==> src/rtl/battle_turn_controller_pkg.sv <==
// Shared types for the battle turn controller: attack codes, FSM states,
// engine field widths and the enemy attack fallback rule.
package battle_turn_controller_pkg;

    localparam int HP_W    = 8;
    localparam int STOCK_W = 5;

    typedef enum logic [1:0] {
        ATK_P = 2'b00,
        ATK_K = 2'b01,
        ATK_B = 2'b10,
        ATK_S = 2'b11
    } attack_t;

    typedef enum logic [2:0] {
        ST_IDLE,
        ST_P_WAIT,
        ST_P_STRIKE,
        ST_P_SETTLE,
        ST_E_THINK,
        ST_E_STRIKE,
        ST_E_SETTLE,
        ST_DONE
    } state_t;

    // A sword fallback yields B, which must itself pass the bat stock test.
    function automatic attack_t enemy_attack(input attack_t raw, input logic finish,
                                             input logic sword_empty, input logic bat_empty);
        attack_t pick;
        pick = raw;
        if (finish) begin
            pick = ATK_P;
        end else begin
            if (pick == ATK_S && sword_empty) pick = ATK_B;
            if (pick == ATK_B && bat_empty) pick = ATK_K;
        end
        return pick;
    endfunction

endpackage

==> src/rtl/battle_turn_controller_lfsr8.sv <==
// Seeded, free-running 8-bit Fibonacci LFSR (taps 8,6,5,4).
module lfsr8 #(
    parameter logic [7:0] SEED = 8'hA5
) (
    input  logic       clk,
    input  logic       rst,
    output logic [7:0] value
);

    always_ff @(posedge clk) begin
        if (rst) value <= SEED;
        else     value <= {value[6:0], value[7] ^ value[5] ^ value[4] ^ value[3]};
    end

endmodule

==> src/rtl/battle_turn_controller.sv <==
// Sequences one combat encounter: player key -> strike -> settle -> enemy think
// -> strike -> settle, ending when the engine reports a zero HP.
module battle_turn_controller
    import battle_turn_controller_pkg::*;
#(
    parameter int         ENEMY_DELAY   = 16,
    parameter int         SETTLE_CYCLES = 2,
    parameter logic [7:0] LFSR_SEED     = 8'hA5,
    parameter logic [7:0] FINISH_HP     = 8'd12
) (
    input  logic               clk,
    input  logic               rst,
    input  logic               battle_start,
    input  logic               key_valid,
    input  logic [1:0]         key_choice,
    input  logic [HP_W-1:0]    player_HP,
    input  logic [HP_W-1:0]    enemy_HP,
    input  logic [STOCK_W-1:0] player_remained_sword,
    input  logic [STOCK_W-1:0] player_remained_baseballbat,
    input  logic [STOCK_W-1:0] enemy_remained_sword,
    input  logic [STOCK_W-1:0] enemy_remained_baseballbat,
    output logic               player_turn,
    output logic               attacker_turn,
    output logic [1:0]         player_choice,
    output logic [1:0]         enemy_choice,
    output logic               key_reject,
    output logic               battle_active,
    output logic               player_won,
    output logic               enemy_won,
    output logic [7:0]         turn_count
);

    localparam logic [15:0] SETTLE_LAST = 16'(SETTLE_CYCLES - 1);
    localparam logic [15:0] THINK_LAST  = 16'(ENEMY_DELAY - 1);

    state_t      state, next_state;
    logic [15:0] wait_cnt, wait_cnt_next;
    logic [7:0]  lfsr_value;
    logic        unused_lfsr_bits;
    logic        key_refused, accept, reject, pick, count_strike, set_pwon, set_ewon;

    lfsr8 #(.SEED(LFSR_SEED)) u_lfsr (
        .clk   (clk),
        .rst   (rst),
        .value (lfsr_value)
    );

    assign unused_lfsr_bits = ^lfsr_value[7:2];
    assign battle_active    = (state != ST_IDLE) && (state != ST_DONE);
    assign key_refused = (key_choice == ATK_S && player_remained_sword == '0) ||
                         (key_choice == ATK_B && player_remained_baseballbat == '0);

    always_comb begin
        next_state    = state;
        wait_cnt_next = '0;
        accept        = 1'b0;
        reject        = 1'b0;
        pick          = 1'b0;
        count_strike  = 1'b0;
        set_pwon      = 1'b0;
        set_ewon      = 1'b0;
        player_turn   = 1'b0;
        attacker_turn = 1'b0;
        // Losing battle_start aborts everything, including a strike due this cycle.
        if (state != ST_IDLE && !battle_start) begin
            next_state = ST_IDLE;
        end else begin
            case (state)
                ST_IDLE: if (battle_start) next_state = ST_P_WAIT;
                ST_P_WAIT: begin
                    if (key_valid) begin
                        if (key_refused) begin
                            reject = 1'b1;
                        end else begin
                            accept     = 1'b1;
                            next_state = ST_P_STRIKE;
                        end
                    end
                end
                ST_P_STRIKE: begin
                    player_turn  = !rst;
                    count_strike = 1'b1;
                    next_state   = ST_P_SETTLE;
                end
                ST_P_SETTLE, ST_E_SETTLE: begin
                    if (wait_cnt == SETTLE_LAST) begin
                        if (enemy_HP == '0) begin
                            set_pwon   = 1'b1;
                            next_state = ST_DONE;
                        end else if (player_HP == '0) begin
                            set_ewon   = 1'b1;
                            next_state = ST_DONE;
                        end else begin
                            next_state = (state == ST_P_SETTLE) ? ST_E_THINK : ST_P_WAIT;
                        end
                    end else begin
                        wait_cnt_next = wait_cnt + 16'd1;
                    end
                end
                ST_E_THINK: begin
                    if (wait_cnt == THINK_LAST) begin
                        pick       = 1'b1;
                        next_state = ST_E_STRIKE;
                    end else begin
                        wait_cnt_next = wait_cnt + 16'd1;
                    end
                end
                ST_E_STRIKE: begin
                    attacker_turn = !rst;
                    count_strike  = 1'b1;
                    next_state    = ST_E_SETTLE;
                end
                ST_DONE: next_state = ST_DONE;
                default: next_state = ST_IDLE;
            endcase
        end
    end

    always_ff @(posedge clk) begin
        if (rst) begin
            state         <= ST_IDLE;
            wait_cnt      <= '0;
            player_choice <= 2'b00;
            enemy_choice  <= 2'b00;
            key_reject    <= 1'b0;
            player_won    <= 1'b0;
            enemy_won     <= 1'b0;
            turn_count    <= '0;
        end else begin
            state      <= next_state;
            wait_cnt   <= wait_cnt_next;
            key_reject <= reject;
            if (accept) player_choice <= key_choice;
            if (pick) begin
                enemy_choice <= enemy_attack(attack_t'(lfsr_value[1:0]),
                                             player_HP <= FINISH_HP,
                                             enemy_remained_sword == '0,
                                             enemy_remained_baseballbat == '0);
            end
            if (state == ST_IDLE) begin
                player_won <= 1'b0;
                enemy_won  <= 1'b0;
                turn_count <= '0;
            end else begin
                if (set_pwon) player_won <= 1'b1;
                if (set_ewon) enemy_won <= 1'b1;
                if (count_strike && turn_count != 8'hFF) turn_count <= turn_count + 8'd1;
            end
        end
    end

endmodule

==> config.mk <==
export PLATFORM = sky130hd
export DESIGN_NAME = battle_turn_controller
export DESIGN_NICKNAME = d
export VERILOG_FILES = /design/src/rtl/battle_turn_controller_pkg.sv /design/src/rtl/battle_turn_controller_lfsr8.sv /design/src/rtl/battle_turn_controller.sv
export SDC_FILE = /design/constraint.sdc
export NUM_CORES = 1
export LEC_CHECK = 0
export BUFFER_PORTS_ARGS = -buffer_cell sky130_fd_sc_hd__buf_2
export CAP_MARGIN = 5
export CELL_PAD_IN_SITES_DETAIL_PLACEMENT = 2
export CELL_PAD_IN_SITES_GLOBAL_PLACEMENT = 2
export CORE_ASPECT_RATIO = 1.75
export CORE_MARGIN = 2
export CORE_UTILIZATION = 27
export DETAILED_ROUTE_END_ITERATION = 10
export PLACE_DENSITY = 0.84
export SETUP_SLACK_MARGIN = 0.2
export SLEW_MARGIN = 20
export SYNTH_ARGS = -nofsm -noshare
export SYNTH_HDL_FRONTEND = slang
export SYNTH_SLANG_ARGS = --single-unit
export TNS_END_PERCENT = 1
==> constraint.sdc <==
create_clock -name clk -period 1.8 [get_ports clk]
set_clock_uncertainty 0.2 [all_clocks]
set_input_delay 0.09 -clock clk [delete_from_list [all_inputs] [get_ports clk]]
set_output_delay 0.09 -clock clk [all_outputs]
set_load 0.005 [all_outputs]
Word-level counts from Yosys, hierarchy flattened
Index checks and enable logic that the tools add are counted.
Word-level totals
  register bits: 42
  word-level logic and storage cells: 102
  input bits: 42
  output and inout bits: 18
Cells by class
  equality and inequality tests: 20
  multiplexer cells: 41
  $add $sub $neg: 2
  reduce and logical (&&, ||, !) cells: 24
  order comparisons: 1
  bitwise logic cells: 5
Operators by type and width (number)
  16-bit two-way mux: 2
  16-bit one-hot mux with 2 select lines: 1
  3-bit two-way mux: 8
  1-bit two-way mux: 23
  3-bit one-hot mux with 7 select lines: 1
  5-bit logical NOT: 4
  16-bit by 1-bit adder with 16-bit output, second input constant: 1
  16-bit by 1-bit equality test with 1-bit output, second input constant: 1
  16-bit by 4-bit equality test with 1-bit output, second input constant: 1
  8-bit logical NOT: 2
  3-bit equality test, second input constant: 4
  2-bit two-way mux: 6
  2-bit inequality test, second input constant: 5
  8-bit by 1-bit adder with 8-bit output, second input constant: 1
  2-bit equality test, second input constant: 4
  8-bit by 4-bit <= comparator with 1-bit output, second input constant: 1
  8-bit inequality test, second input constant: 1
  2-bit OR reduction: 4
  1-bit logical AND: 7
  3-bit by 2-bit equality test with 1-bit output, second input constant: 2
  5-bit AND reduction: 1
  4-bit OR reduction: 1
  3-bit by 1-bit equality test with 1-bit output, second input constant: 1
  3-bit logical NOT: 1
  other kinds (6): 10

Depth between registers and ports, before layout
Gate-level depths: netlist of run 1.
  depth in word-level cells: 10
  mapped depth: 9

By module
A second synthesis of run 1 with hierarchy kept.
Unflattened totals
  cells, all modules: 224
  area total of the unflattened synthesis: 1994.4 um^2
Modules (own cells, without submodules)
  battle_turn_controller: cells an instance 205, times used 1, area each 1757.9 um^2
  lfsr8: cells an instance 19, times used 1, area each 236.5 um^2

Worst setup path before layout of run 1
OpenSTA, ideal clock, no wires.
  path type: reg-to-reg
  from: register wait_cnt[0]
  to: register wait_cnt[11]
  stages on the path, launching flop included: 9
  slack: -35 ps
  arrival: 1520 ps
  setup time: 115 ps
  required time: 1485 ps
  path through: dfxtp_1 -> ha_1 -> and3_1 -> nand4_1 -> a32o_2 -> nand2b_4 -> buf_6 -> buf_6 -> nor2_1
Between the ends
  cells in the longest elaborated chain, start to end: 3
  elaborated cells on any way between the ends: 6
  classes of those cells: add/sub: 1; eq/ne: 2; mux: 3
Ends and longest elaborated chain
  start, declared: line battle_turn_controller.sv:37  | logic [15:0] wait_cnt, wait_cnt_next;
  start signal, assigned: line battle_turn_controller.sv:131  | wait_cnt <= wait_cnt_next;
  16-bit by 1-bit adder with 16-bit output, or another cell as far along: line battle_turn_controller.sv:97, battle_turn_controller.sv:105
  16-bit two-way mux (on tied branches): line battle_turn_controller.sv:101, battle_turn_controller.sv:86
  16-bit one-hot mux with 2 select lines (*): line battle_turn_controller.sv:68  | case (state)
Every way passes the cells marked *; elsewhere a longest branch is shown, timed or not.
A chain may end at the register's enable or synchronous reset.

Worst setup path after layout of run 1
  from: register wait_cnt[1]
  to: register state[0]
Between the ends
  cells in the longest elaborated chain, start to end: 3
  elaborated cells on any way between the ends: 5
  classes of those cells: eq/ne: 4; reduce/logical: 1
Ends and longest elaborated chain
  16-bit by 4-bit equality test with 1-bit output / 16-bit by 1-bit equality test with 1-bit output (equally long branches): line battle_turn_controller.sv:101, battle_turn_controller.sv:86
  2-bit inequality test (no line)
  5-bit AND reduction (no line) (*)
  end signal, assigned: line battle_turn_controller.sv:130  | state <= next_state;
  end, declared: line battle_turn_controller.sv:36  | state_t state, next_state;
Marks and branches as above.

==> flow_summary_export.csv, run 1 <==
group,metric,value,unit
status,status,"finished with violations",
status,failed_checks,"setup timing",
detailed_routing,vias_per_cell,5.19,
detailed_routing,routed_wl,8.60,mm
clocking,clock_latency,0.29,ns
clocking,clock-sinks,42,
placement,portBuffers,59,
grt,grt_pass1_vias,2479,
clocking,h-tree-depth,2,
detailed_routing,drt_pass1_iterations,4,
timing,setup_ws,-0.165,ns
synth,postSynthAreaPerCell,9.05,um^2
timing,hold_viol,0,
detailed_routing,wl_per_cell,20.9,um
clocking,cts_tree,"yes",
synth,synth.area.top_cells,"dfxtp_1 (40%), nor2_1 (6.9%), xnor2_1 (5.5%)",
synth,synthesis.nets,275,
finish,antenna-diode-count,0,
synth,synth-edff-count,0,
job,maxCapViolations,0,
worst_setup_path,cp.arrival,1.94,ns
timing,min_period,1.97,ns
placement,dp.cells,391,
synth,synth-main-ff-cell,"dfxtp_1",
grt,grt_pass1_wl,12.6,mm
timing,drv_slew,0,
grt,met2_usage,39.4,%
grt,top_usage_layer,"met2",
synth,synth_top_area_share,40.4,%
finish,final_nets,367,
synth,ys_seq_elements,42,
placement,place_congestion,0.730,
synth,yosysWarnings,0,
worst_setup_path,crit_required,1.77,ns
finish,layout-area-overhead-vs-synth,45.9,%
floorplan,dieHeight,120,um
min_path,holdCritPathClass,"in -> reg",
grt,grt_antenna_before_repair,0,
floorplan,core_area,7510,um^2
timing,setup_viol,24,
power_and_ir_drop,p_per_area,967,nW/um^2
synth,netlist_instances,230,
synth,yosysSeqAreaShare,40.4,%
worst_setup_path,cpMaxStageDelayCell,"dfxtp_2",
power_and_ir_drop,power_leakage,1.25,nW
clocking,cts_inserted_buffers,5,
placement,placed_area,2640,um^2
timing,period_share,109,%
worst_setup_path,cp_max_fo,4,
detailed_routing,ant_nets,0,
grt,track_usage,19.4,%
worst_setup_path,cp-start-kind,"flip-flop",
timing,rsz0062_at_grt,"yes",
grt,overflow,0,
power_and_ir_drop,max-vdd-ir-drop,0.488,mV
clocking,cts.path.max_buffers,2,
grt,met1_usage,17.2,%
detailed_routing,drt_iter0_markers,73,
synth,synth.top_cells.by_count,"dfxtp_1 (42), nor2_1 (38), nand3_1 (14), nand2_1 (13), xnor2_1 (13)",
timing,worst_pin_slew,0.457,ns
grt,met3_usage,3.27,%
floorplan,die_w,70.4,um
worst_setup_path,path_cells,"inv_1 > ha_1 > nor3b_4 > nand4_1 > a32o_2 > a2111oi_4 > nor3b_2",
timing,max_freq,509,MHz
synth,synth_area_leader_cell,"dfxtp_1",
finish,drive_gt1_share,41.5,%
synth,synth.most_common_cell,"dfxtp_1",
clocking,root_buffer,"clkbuf_16",
worst_setup_path,slowest_delay,0.35,ns
synth,yosysUniqueCellTypes,46,
finish,utilization,40.4,%
finish,stdcell_count,411,
placement,hpwl,5.17,mm
synth,synthArstFlopShare,0,%
floorplan,die_area,8460,um^2
worst_setup_path,critPathKind,"reg -> reg",
grt,grt_max_degree,17,
detailed_routing,drc,0,
detailed_routing,via_count,2132,
floorplan,initial_core_util,27.7,%
clocking,cts.clk_slew.worst_paths,0.06,ns
placement,pre_cts_slack,-0.142,ns
finish,final_area,3040,um^2
floorplan,rows,42,
floorplan,io_pins,60,
synth,syn_area,2080,um^2
timing,max_slew_margin,69.4,%
worst_setup_path,end_kind,"flip-flop",
-- final timing paths --
kind | start | slack (ns) | depth (start not counted) | end
max reg2reg | wait_cnt[1] | -0.17 | 7 | state[0]
max | wait_cnt[1] | -0.17 | 7 | state[0]
min | player_HP[2] | 0.04 | 4 | enemy_won
min reg2reg | u_lfsr.value[6] | 0.23 | 1 | u_lfsr.value[7]
-- metal layers --
layer,vias to the layer above,wire (um)
met5,-,0
met4,0,307
met3,23,231
met2,63,5180
met1,1059,2880
li1,987,-
-- stage by stage --
step	TNS (ns)	total power, mW	hold WS, ns
after floorplan	0	1.38	-0.0384
after global placement	-0.0344	1.60	0.162
after detailed placement	-0.618	1.62	0.177
after CTS	-0.308	2.85	-0.0305
after global routing	-4.57	3.05	0.0762
final	-1.85	2.94	0.0427
-- flip-flops by register name, summed over array words and instances, names as in the netlist --
name	cells
u_lfsr.value	8
player_choice	2
enemy_won	1
player_won	1
wait_cnt	16
enemy_choice	2
key_reject	1
state	3
turn_count	8
-- cell usage in the layout, fill, tap and decap left out, drive strengths merged, types with 2 or more instances in the layout --
cell,Yosys,routed
nor4,10,10
nand2b,3,3
dfxtp,42,42
ha,3,3
inv,8,8
dlygate4sd3,0,7
nand4,5,5
clkbuf,3,6
xor2,11,11
nor2,38,38
nor3,9,9
a21oi,4,4
buf,5,86
nand3,15,15
nor2b,5,5
o21ai,3,3
nor3b,4,4
or4,2,2
and2,2,2
mux2i,5,5
or2,4,4
nand2,13,13
and3,8,8
xnor2,13,13
-- report_power, final --
part | internal [mW] | leakage [nW] | switching [mW]
combinational | 0.396 | 0.827 | 0.451
clock | 0.656 | 0.0771 | 0.400
sequential | 0.983 | 0.347 | 0.0520
total | 2.03 | 1.25 | 0.902
-- critical path: cells and delay by family, from the launching register on --
family / cells / cell delay, ns
AOI/OAI and AO/OA: 2 / 0.61
adders and majority gates: 1 / 0.14
buffers and inverters: 1 / 0.06
DFF: 1 / 0.35
and+or+nand+nor: 3 / 0.48
-- timing repair --
action / CTS / global route
cloned: 0 / 0
hold endpoints to repair: 11 / 1
resized for setup: 19 / 9
buffers inserted: 5 / 0
pin swaps: 13 / 7
endpoints found under the setup margin: 37 / 37
hold buffers: 6 / 1
-- cell type report --
class / instances / area, um^2
Inverter: 8 / 30.0
Timing Repair Buffer: 93 / 584
Fill cell: 836 / 4480
Sequential cell: 42 / 858
Clock inverter: 2 / 37.5
Clock buffer: 6 / 129
Multi-Input combinational cell: 172 / 1290
Tap cell: 88 / 110
-- kinds of logic (layout without fill, tap and decap cells) --
logic type | after synthesis | in the layout | synth area share [%]
fa+ha+maj | 3 | 3 | 1.80
xor+xnor | 24 | 24 | 10.1
compound gates | 19 | 19 | 7.39
flops | 42 | 42 | 40.4
simple gates | 121 | 121 | 33.8
buf+inv | 16 | 109 | 4.09
mux | 5 | 5 | 2.40
Note: power is estimated with default switching activity, not from simulation.
==> inputs of run 2 (changes only) <==
==> constraint.sdc (replaced) <==
create_clock -name clk -period 1.8 [get_ports clk]
set_clock_uncertainty 0.2 [all_clocks]
set_input_delay 0.09 -clock clk [delete_from_list [all_inputs] [get_ports clk]]
set_output_delay 0.09 -clock clk [all_outputs]
set_load 0.02 [all_outputs]
==> run 2 against run 1 <==
The run still ends with setup timing left. Critical endpoint is now enemy_choice[0]. Largest power group unchanged. Cell area grew 6.3%. Largest cell class unchanged. Hold slack gained 0.0091 ns. Worst setup slack lost 0.12 ns. Register-to-register slack lost 0.12 ns. Final cell count grew 1.5%.
==> flow_summary_export.csv, run 2 (synthesis results as in run 1) <==
group,metric,value,unit
power_and_ir_drop,p_per_area,999,nW/um^2
clocking,root_buffer,"clkbuf_16",
detailed_routing,wl_met2,5.99,mm
clocking,cts_inserted_buffers,5,
floorplan,dieHeight,120,um
power_and_ir_drop,power_leakage,1.31,nW
grt,overflow,0,
timing,hold_viol,0,
grt,grt_pass1_vias,2627,
power_and_ir_drop,fin_total_pwr,3.22,mW
status,status,"finished with violations",
finish,largestRegisters,"wait_cnt x16, turn_count x8, u_lfsr.value x8",
min_path,hold_depth,4,
timing,max_freq,480,MHz
grt,grt_max_degree,17,
worst_setup_path,cp.arrival,2.06,ns
floorplan,core_area,7510,um^2
finish,final_common_cell,"buf_2",
placement,pre_cts_slack,-0.172,ns
worst_setup_path,crit_required,1.78,ns
clocking,cts.clk_slew.worst_paths,0.07,ns
timing,whs,0.0518,ns
timing,worst_pin_slew,0.518,ns
timing,setup_ws,-0.285,ns
job,maxCapViolations,0,
clocking,cts_tree,"yes",
floorplan,rows,42,
detailed_routing,ant_nets,0,
detailed_routing,drc,0,
power_and_ir_drop,max-vdd-ir-drop,0.600,mV
timing,setup_viol,28,
detailed_routing,via_count,2205,
detailed_routing,drt_pass1_iterations,4,
detailed_routing,wl_per_cell,24.8,um
floorplan,initial_core_util,27.7,%
grt,grt_pass1_wl,14.8,mm
timing,setup_tns,-3.57,ns
worst_setup_path,cp-start-kind,"flip-flop",
worst_setup_path,worstRegToRegCells,5,
detailed_routing,drt_iter0_markers,69,
finish,antenna-diode-count,0,
floorplan,die_area,8460,um^2
clocking,clock_latency,0.30,ns
grt,track_usage,23.8,%
worst_setup_path,critPathKind,"reg -> reg",
grt,grt_antenna_before_repair,0,
placement,hpwl,5.50,mm
worst_setup_path,rrSetupSlack,-0.28,ns
finish,largest_register,"wait_cnt",
min_path,holdCritPathClass,"in -> reg",
timing,min_period,2.08,ns
floorplan,die_w,70.4,um
finish,largest_reg_flops,16,
worst_setup_path,end_kind,"flip-flop",
status,failed_checks,"setup timing",
detailed_routing,routed_wl,10.3,mm
worst_setup_path,cp_max_fo,3,
clocking,clock-sinks,42,
timing,period_share,116,%
detailed_routing,top_layer,"met4",
placement,place_congestion,0.762,
floorplan,io_pins,60,
finish,drive_gt1_share,45.6,%
detailed_routing,wl_met1,3.35,mm
detailed_routing,wl_met3,295,um
detailed_routing,vias_per_cell,5.29,
timing,drv_slew,0,
timing,max_slew_margin,65.2,%
finish,layout-area-overhead-vs-synth,55.0,%
clocking,cts.path.max_buffers,2,
placement,portBuffers,59,
timing,rsz0062_at_grt,"yes",
clocking,h-tree-depth,2,
finish,layout_common_cells,"buf_2 (56), nor2_1 (36), dfxtp_1 (34)",
finish,final_nets,373,
-- run 2: cell types whose count changed in the layout (fill, tap and decap cells not counted), sizes merged --
cell,previous run,this run
buf,86,92
bufinv,1,2
clkinvlp,1,0
-- run 2: timing repair --
action / CTS / global route
endpoints found under the hold margin: 9 / 1
setup endpoints to repair: 37 / 37
gates cloned: 0 / 0
gates resized for setup: 29 / 23
pin swaps: 15 / 13
setup buffers: 6 / 2
hold buffers: 6 / 1
-- run 2: layout make-up --
class | count | area (um^2)
Tap cell | 88 | 110
Multi-Input combinational cell | 172 | 1370
Timing Repair Buffer | 99 | 659
Inverter | 8 | 30.0
Clock buffer | 6 | 139
Sequential cell | 42 | 861
Fill cell | 814 | 4290
Clock inverter | 2 | 60.1
-- run 2: layer usage --
metal	vias up	GRT usage [%]
met1	1096	20.8
met4	0	15.9
li1	993	-
met3	43	4.37
met2	73	46.9
met5	-	0
-- run 2: power by group --
group	switching [mW]	total (mW)	internal, mW
Sequential	0.0881	1.07	0.983
Clock	0.416	1.25	0.834
Combinational	0.504	0.902	0.398
Total	1.01	3.22	2.22
-- run 2: worst paths after layout --
path	startpoint	end
worst max-delay path	wait_cnt[14]	enemy_choice[0]
worst min-delay path	enemy_HP[0]	player_won
worst max register to register	wait_cnt[14]	enemy_choice[0]
worst min register to register	u_lfsr.value[6]	u_lfsr.value[7]
-- run 2: worst max-delay path: stages (launching register included) --
cell and delay, ns:
dfxtp_1 0.34, nor4_4 0.40, nand3_2 0.18, nor4b_4 0.44
mux2i_1 0.32, nor2_1 0.08
-- run 2: per-stage QoR --
step / area (um^2) / util (%) / std cells
final: 3230 / 42.9 / 417
after global routing: 3230 / 42.9 / 417
after CTS: 3100 / 41.3 / 414
after detailed placement: 2660 / 35.4 / 394
after global placement: 2660 / 35.4 / 394
after floorplan: 2120 / - / 230
==> inputs of run 3 (changes only) <==
Settings changed: CORE_UTILIZATION 27 to 30, GPL_TIMING_DRIVEN set to 0, PLACE_DENSITY 0.84 to 0.88.
Clock period 1.8 ns to 2.5 ns, I/O delays scaled along.
==> run 3 against run 2 <==
The run now ends clean. Combinational power decreased by 52%. Hold slack got worse by 0.032 ns. Via count decreased by 8.9%. Fmax decreased by 0.79%. Register-to-register slack improved by 0.68 ns. Clock-buffer cell count increased by 2. First-iteration DRC count decreased by 33%. Total power decreased by 42%. Wire length decreased by 36%. Die area decreased by 9.6%. Worst setup slack improved by 0.68 ns. Cell area decreased by 16%. Critical endpoint is now wait_cnt[13]. Largest cell class unchanged.
==> flow_summary_export.csv, run 3 (synthesis results as in run 1) <==
group,metric,value,unit
status,status,"finished, final reports clean",
job,maxCapViolations,0,
clocking,clock_latency,0.29,ns
power_and_ir_drop,combPwrFrac,23.0,%
timing,whs,0.0195,ns
timing,max_slew_margin,57.4,%
finish,layout_common_cells,"buf_2 (60), dfxtp_1 (42), nor2_1 (38)",
worst_setup_path,rrSetupSlack,0.40,ns
floorplan,initial_core_util,30.6,%
grt,grt_max_degree,13,
floorplan,io_pins,60,
min_path,hold_depth,4,
floorplan,core_area,6810,um^2
timing,hold_viol,0,
clocking,root_buffer,"clkbuf_16",
worst_setup_path,critPathKind,"reg -> reg",
worst_setup_path,r2r-end,"wait_cnt[13]",
min_path,min_from,"enemy_HP[2]",
clocking,cts_inserted_buffers,5,
detailed_routing,drt_iter0_markers,46,
power_and_ir_drop,intPower,1.32,mW
clocking,cts_tree,"yes",
power_and_ir_drop,clkPwrFrac,38.3,%
worst_setup_path,worstRegToRegCells,8,
floorplan,die_w,67.0,um
timing,period_share,84.1,%
clocking,cts.clk_slew.worst_paths,0.06,ns
timing,max_freq,476,MHz
placement,place_congestion,0.756,
grt,grt_pass1_wl,10.9,mm
finish,antenna-diode-count,0,
power_and_ir_drop,pwr-share-seq,38.7,%
grt,grt_pass1_vias,2273,
worst_setup_path,reg2reg_from,"wait_cnt[0]",
min_path,holdCritPathClass,"in -> reg",
finish,layout-area-overhead-vs-synth,30.8,%
detailed_routing,ant_nets,0,
clocking,clock-sinks,42,
worst_setup_path,crit_required,2.48,ns
power_and_ir_drop,max-vdd-ir-drop,0.437,mV
finish,final_common_cell,"buf_2",
grt,track_usage,19.0,%
timing,worst_pin_slew,0.633,ns
timing,drv_slew,0,
min_path,hold_end,"player_won",
finish,drive_gt1_share,30.3,%
worst_setup_path,cp.arrival,2.08,ns
detailed_routing,routed_wl,6.67,mm
power_and_ir_drop,switching_power,557,uW
worst_setup_path,end_kind,"flip-flop",
clocking,cts.path.max_buffers,2,
grt,overflow,0,
floorplan,die_area,7650,um^2
timing,setup_viol,0,
worst_setup_path,cp_max_fo,10,
detailed_routing,vias_per_cell,5.18,
grt,grt_antenna_before_repair,0,
timing,min_period,2.10,ns
power_and_ir_drop,power_leakage,1.11,nW
detailed_routing,via_count,2008,
worst_setup_path,cp-start-kind,"flip-flop",
detailed_routing,wl_per_cell,17.2,um
floorplan,dieHeight,114,um
finish,largest_reg_flops,16,
finish,largest_register,"wait_cnt",
finish,largestRegisters,"wait_cnt x16, turn_count x8, u_lfsr.value x8",
timing,rsz0062_at_grt,"no",
clocking,h-tree-depth,2,
floorplan,rows,40,
power_and_ir_drop,p_per_area,690,nW/um^2
placement,hpwl,4.82,mm
finish,final_nets,348,
detailed_routing,drc,0,
timing,setup_tns,0,ns
clocking,post_cts_buffers,0,
placement,portBuffers,59,
power_and_ir_drop,swShare,29.6,%
detailed_routing,drt_pass1_iterations,3,
-- run 3: changes by cell type in the layout (fill, tap and decap cells not counted), moves of 3 or more --
cell     change
buf_4       -26
dfxtp_1      +8
buf_6        -5
nor3_1       +5
buf_2        +4
dfxtp_2      -4
dfxtp_4      -4
nand2_1      +3
nand3_1      +3
nor3_4       -3
nor3b_4      -3
-- run 3: area by class of cell --
type,instances,area (um^2)
inverters,8,30.0
clock buffers,8,166
fillers,794,4080
multi-input cells,172,1160
repair buffers,66,365
plain buffers,8,55.1
flip-flops and latches,42,841
well taps,84,105
-- run 3: metal layers --
| metal | routed length [um] | GRT usage [%] | part of all wire [%] | up-vias |
|---|---|---|---|---|
| li1 | - | - | - | 944 |
| met1 | 2240 | 17.8 | 34 | 996 |
| met3 | 217 | 3.34 | 3.3 | 19 |
| met4 | 238 | 9.39 | 3.6 | 0 |
| met5 | 0 | 0 | 0 | - |
| met2 | 3970 | 37.2 | 60 | 49 |
-- run 3: power groups by stage --
stage,Combinational (mW),Clock [mW],Sequential (mW)
after floorplan,0.275,0,0.736
after global placement,0.390,0,0.737
after detailed placement,0.410,0,0.741
after CTS,0.425,0.739,0.728
after global routing,0.469,0.765,0.731
final,0.432,0.719,0.728
-- run 3: worst max-delay path: stages (launching register included) --
cell and delay, ns:
dfxtp_1 0.40, ha_1 0.17, nor3b_1 0.34, nand4_1 0.19, a32o_2 0.30, nand2b_4 0.07
buf_6 0.12, buf_6 0.15, nor2_1 0.06
-- run 3: worst max path at each step --
stage,cells after the start,endpoint,from,slack (ns)
2_1_floorplan,8,wait_cnt[11],wait_cnt[0],0.67
3_5_place_dp,7,wait_cnt[11],state[2],0.44
3_3_place_gp,7,wait_cnt[13],state[2],0.46
5_1_grt,8,wait_cnt[8],wait_cnt[0],0.26
6_report,8,wait_cnt[13],wait_cnt[0],0.40
4_1_cts,5,key_reject,state[2],0.27
-- run 3: per-stage QoR --
stage                     utilization, %  std cells  setup slack (ns)  power, mW  area [um^2]
after global routing                40.0        388             0.257       1.96         2720
after CTS                           39.9        388             0.273       1.89         2720
after floorplan                        -        230             0.665       1.01         2080
final                               40.0        388             0.399       1.88         2720
after global placement              36.5        373             0.460       1.13         2480
after detailed placement            36.5        373             0.439       1.15         2480
-- run 3: what timing repair did --
item | 4_1_cts | 5_1_grt
gates resized for setup | 0 | 1
endpoints found under the hold margin | 6 | 0
setup endpoints to repair | 0 | 1
hold buffers | 7 | 0
